===== src/rtl/cla_slice_sequencer.sv =====
// Streams a WIDTH-bit add through a 4-bit registered CLA, LSB slice first; result valid N*(ADD_LAT+1) cycles after accept.
// One operation in flight: in_ready only in IDLE, result held in DONE until out_ready.
module cla_slice_sequencer #(
    parameter int WIDTH   = 16,
    parameter int ADD_LAT = 2
) (
    input  logic             clk,
    input  logic             rst_n,
    input  logic             in_valid,
    output logic             in_ready,
    input  logic [WIDTH-1:0] op_a,
    input  logic [WIDTH-1:0] op_b,
    input  logic             op_cin,
    output logic             out_valid,
    input  logic             out_ready,
    output logic [WIDTH-1:0] sum,
    output logic             cout,
    output logic [3:0]       add_a,
    output logic [3:0]       add_b,
    output logic             add_cin,
    input  logic [3:0]       add_s,
    input  logic             add_cout
);
    localparam int N  = WIDTH / 4;
    localparam int KW = (N > 1) ? $clog2(N) : 1;
    localparam int WW = (ADD_LAT > 0) ? $clog2(ADD_LAT + 1) : 1;
    localparam logic [KW-1:0] K_LAST = KW'(N - 1);
    localparam logic [WW-1:0] W_LAST = WW'(ADD_LAT);

    if (WIDTH < 4 || (WIDTH % 4) != 0) begin : g_bad_width
        $error("cla_slice_sequencer: WIDTH must be a multiple of 4 and >= 4");
    end
    if (ADD_LAT < 1) begin : g_bad_lat
        $error("cla_slice_sequencer: ADD_LAT must be >= 1");
    end

    typedef enum logic [1:0] {IDLE, RUN, DONE} state_t;

    state_t          state, next_state;
    logic [WIDTH-1:0] a_q, b_q;
    logic [KW-1:0]   k;
    logic [KW-1:0]   k_next;
    logic [WW-1:0]   wait_cnt;
    logic            sample;
    logic            last;

    assign in_ready = (state == IDLE);

    always_ff @(posedge clk or negedge rst_n) begin
        if (!rst_n) begin
            state <= IDLE;
        end else begin
            state <= next_state;
        end
    end

    always_comb begin
        sample     = 1'b0;
        last       = (k == K_LAST);
        k_next     = k + KW'(1);
        next_state = state;
        case (state)
            IDLE: begin
                if (in_valid) next_state = RUN;
            end
            RUN: begin
                // The adder output has settled ADD_LAT edges after add_* changed; take it on the next edge.
                sample = (wait_cnt == W_LAST);
                if (sample && last) next_state = DONE;
            end
            DONE: begin
                if (out_ready) next_state = IDLE;
            end
            default: next_state = IDLE;
        endcase
    end

    always_ff @(posedge clk or negedge rst_n) begin
        if (!rst_n) begin
            a_q       <= '0;
            b_q       <= '0;
            k         <= '0;
            wait_cnt  <= '0;
            sum       <= '0;
            cout      <= 1'b0;
            out_valid <= 1'b0;
            add_a     <= 4'h0;
            add_b     <= 4'h0;
            add_cin   <= 1'b0;
        end else begin
            case (state)
                IDLE: begin
                    if (in_valid) begin
                        a_q      <= op_a;
                        b_q      <= op_b;
                        k        <= '0;
                        wait_cnt <= '0;
                        add_a    <= op_a[3:0];
                        add_b    <= op_b[3:0];
                        add_cin  <= op_cin;
                    end
                end
                RUN: begin
                    if (sample) begin
                        sum[4*k +: 4] <= add_s;
                        wait_cnt      <= '0;
                        if (last) begin
                            cout      <= add_cout;
                            out_valid <= 1'b1;
                            add_a     <= 4'h0;
                            add_b     <= 4'h0;
                            add_cin   <= 1'b0;
                        end else begin
                            // add_cin doubles as the running carry between slices.
                            k       <= k_next;
                            add_a   <= a_q[4*k_next +: 4];
                            add_b   <= b_q[4*k_next +: 4];
                            add_cin <= add_cout;
                        end
                    end else begin
                        wait_cnt <= wait_cnt + WW'(1);
                    end
                end
                DONE: begin
                    if (out_ready) out_valid <= 1'b0;
                end
                default: begin
                    out_valid <= 1'b0;
                end
            endcase
        end
    end

endmodule


===== config.mk =====
export PLATFORM = sky130hd
export DESIGN_NAME = cla_slice_sequencer
export DESIGN_NICKNAME = d
export VERILOG_FILES = /design/src/rtl/cla_slice_sequencer.sv
export SDC_FILE = /design/constraint.sdc
export NUM_CORES = 1
export LEC_CHECK = 0
export CELL_PAD_IN_SITES_DETAIL_PLACEMENT = 1
export CELL_PAD_IN_SITES_GLOBAL_PLACEMENT = 1
export CORE_UTILIZATION = 41
export DETAILED_ROUTE_END_ITERATION = 8
export PLACE_DENSITY = 0.9
export RECOVER_POWER = 25
export SLEW_MARGIN = 0
export SYNTH_ARGS = -nofsm -noshare
export SYNTH_HDL_FRONTEND = slang
export SYNTH_SLANG_ARGS = --single-unit

===== constraint.sdc =====
create_clock -name clk -period 4.8 [get_ports clk]
set_clock_uncertainty 0.15 [all_clocks]
set_input_delay 0.72 -clock clk [delete_from_list [all_inputs] [get_ports clk]]
set_output_delay 0.72 -clock clk [all_outputs]
set_load 0.1 [all_outputs]

== Yosys cells after proc, flatten, opt, wreduce, memory -nomap -nowiden ==
Cells that the tools add are included.
Storage, ports and cells
  output and inout port bits: 28
  register bits after elaboration: 65
  bits of input ports: 42
  logic and storage cells: 68
Operators by class
  shift-type cells: 4
  reductions and logical operators: 11
  equality and inequality tests: 10
  bitwise operators: 1
  add/subtract/negate cells: 3
  multiplexer cells: 28
Operator list (number)
  negator 4 -> 34 bit: 1
  variable shift 4 x 34 -> 16 bit, first input constant: 1
  indexed part select 4 x 34 -> 16 bit: 1
  indexed part select 16 x 5 -> 4 bit: 2
  two-way mux 4 bit: 6
  bitwise mux 16 bit: 1
  one-hot mux 4 bit (2 select lines): 2
  two-way mux 2 bit: 7
  inequality test 2 bit, second input constant: 6
  AND reduction 3 bit: 3
  one-hot mux 2 bit (2 select lines): 2
  AND reduction 4 bit: 2
  two-way mux 1 bit: 7
  == test 2 bit, second input constant: 3
  one-hot mux 2 bit (3 select lines): 1
  AND reduction 2 bit: 3
  adder 2 x 1 -> 2 bit, second input constant: 2
  one-hot mux 1 bit (3 select lines): 1
  == test 2 x 1 -> 1 bit, second input constant: 1
  zero test 2 bit: 1
  one-hot mux 1 bit (2 select lines): 1
  nonzero test 2 bit: 1
  logical AND 1 bit: 1
  inverter 1 bit: 1

== Depth between registers and ports, before layout ==
  depth after elaboration: 5
  depth in mapped cells: 8
  mapped depth without buffers: 5

== Worst setup path before layout ==
No wires, ideal clock.
  path kind: register to output
  start: register state[0]
  end: output port in_ready
  required time: 3.930 ns
  stages on the path, launching flop included: 3
  data arrival time: 1.818 ns
  buffers on the path: 1
  setup slack: 2.112 ns
  cells stage by stage: dfrtp_1 -> buf_6 -> nor2_1
Between the ends
  cells in the longest elaborated chain, start to end: 1
Ends and longest elaborated chain
  from (decl): line 39  | state_t state, next_state;
  from (signal assigned): line 53  | state <= next_state;
  zero test 2 bit: line 47  | assign in_ready = (state == IDLE);
  to (decl): line 10  | output logic in_ready,
No other way between the ends.

== Worst setup path after layout ==
  start: register state[1]
  end: output port in_ready
Same word-level chain as after synthesis.

==> flow_summary.yaml <==
outcome:
  status: "finished, final reports clean"
synthesis:
  synth_cell_type_count: 36
  synth_flop_cell: "dfrtp_1"
  yosysWarningCount: 0
  synth_edf_count: 0
  synth_cells: 284
  async_flop_share_pct: 100
  ys_ff_latch: 65
  syn_avg_cell_area_um2: 10.7
  syn_nets: 332
  synthesis.area_um2: 3030
  seq_area_frac_synth_pct: 53.7
global_route:
  grt_overflow: 0
  grt_pass1_wl_mm: 12.9
  grtUsageTotal_pct: 22.7
  grt_pass1_vias: 2530
  grt_max_degree: 51
  antenna_found_initial: 0
detailed_routing:
  drc: 0
  wl_mm: 7.73
  dr.first_iter.drc_count: 118
  vias: 2366
  ant_nets: 0
  firstDrtPassIters: 4
  vias_per_cell: 5.26
  drt-wirelength-per-cell_um: 17.2
sta:
  finalCriticalPeriod_ps: 3100
  setup_viol: 0
  slew_viol_final: 0
  maxSlewHeadroom_pct: 33.7
  max_freq_ghz: 0.323
  tightest_slew_ps: 992
  fin_crit_sh_pct: 64.5
  rsz0062_at_grt: "false"
  setup_tns_ps: 0
  hold_ws_ps: 311
  hold_violations: 0
clock_network:
  cts_tree: "done"
  cts_resized: 0
  clkTransAtPathRegs_ps: 70
  cts_root_buf: "clkbuf_8"
  numCtsBuffers: 9
  htree_levels: 3
  ctsHoldBuffers: 0
  post_cts_buffers: 0
  insertion_delay_ps: 340
  cts.sinks: 65
  cts.path.max_buffers: 2
placement:
  dpl_cell_area_um2: 3760
  place.gp.congestion: 0.794
  port_buffers: 69
  place_hpwl_mm: 5.44
final_layout:
  final_layout_size_suffix_gt1_share_pct: 12.4
  final_cell_area_um2: 3920
  final_nets: 398
  n_antenna_cell: 0
  final_cell_mix: "97 x nand2_1, 68 x clkdlybuf4s50_1, 65 x dfrtp_1"
  final_core_util_pct: 56.4
  final_common_cell: "nand2_1"
  area_delta_synth_final_pct: 29.4
setup_path:
  cpPeakStageDelay_ps: 1150
  path_cells: "nor2_1, clkdlybuf4s50_1"
  crit_fanout: 12
  start_kind: "flip-flop"
  path_class: "reg2out"
  crit_path_end_kind: "primary output"
  required_ps: 3930
  critPathArrivalTime_ps: 2230
  cp_slowest_cell: "clkdlybuf4s50_1"
floorplanning:
  io_pins: 70
  fp-row-count: 30
  die_area_um2: 7730
  coreArea_um2: 6940
  dieHeight_um: 87.9
  die_w_um: 87.9
  initial_core_util_pct: 43.6
flow_run:
  drv_cap: 0
worst_hold_path:
  hold_class: "in2async"
## metrics by stage
stage,setup slack [ps],instances
final,1700,450
after global routing,1610,450
after CTS,1680,450
after detailed placement,1820,435
after global placement,1900,435
after floorplan,2110,284
## critical path, delay by kind of cell (launching register included)
kind                   cells  cell delay [ps]
flip-flops                 1              570
AND/OR/NAND/NOR            1              180
buffers and inverters      1             1150
## per-layer routing
metal	track usage, %	share of wire [%]
met1	27.4	43
met2	39.1	51
met3	4.71	4.0
met4	10.1	1.9
met5	0	0
## state kept, by name, summed over array words and instances, names as in the netlist
register   cells
out_valid      1
a_q           16
add_cin        1
sum           16
wait_cnt       2
cout           1
b_q           16
state          2
k              2
add_a          4
add_b          4
## cell type report
| type | count | area, um^2 |
|---|---|---|
| Timing Repair Buffer | 72 | 707 |
| Inverter | 2 | 7.51 |
| Fill cell | 767 | 3030 |
| Multi-Input combinational cell | 200 | 1290 |
| Clock buffer | 11 | 141 |
| Clock inverter | 4 | 20.0 |
| Sequential cell | 65 | 1630 |
| Tap cell | 96 | 120 |
## worst paths after layout
check	slack [ps]	cells past startpoint	from	to
worst max register to register	1940	5	k[0]$_DFFE_PN0P_	sum[8]$_DFFE_PN0P_
worst max-delay path	1700	2	state[1]$_DFFE_PN0P_	in_ready
worst min-delay path	310	1	rst_n	a_q[12]$_DFFE_PN0P_
min in group clk	320	2	a_q[8]$_DFFE_PN0P_	a_q[8]$_DFFE_PN0P_
worst min register to register	320	2	a_q[8]$_DFFE_PN0P_	a_q[8]$_DFFE_PN0P_
max in group asynchronous	3040	2	rst_n	sum[8]$_DFFE_PN0P_
## cells in the mapped netlist (all sizes together), types with 5 or more instances
cell type  number  share of area (%)
mux4            8                6.0
ha              6                2.5
o21ai           9                1.6
a22o           10                2.9
nor3            9                1.5
nand2         101                 13
nor2            6               0.83
a21o            5                1.2
dfrtp          65                 54
a31oi           9                1.9
buf            16                3.6
## cell families after synthesis
family	Yosys count	share of synthesized area [%]
adder cells (fa/ha/maj)	6	2.48
AND/OR/NAND/NOR	140	22.3
multiplexers	12	7.56
buffers and inverters	19	3.97
AO/OA/AOI/OAI	42	9.92
flip-flops	65	53.7
Power is not shown: default switching activity piles up to over one toggle a cycle in this logic, so the estimate is an artifact.
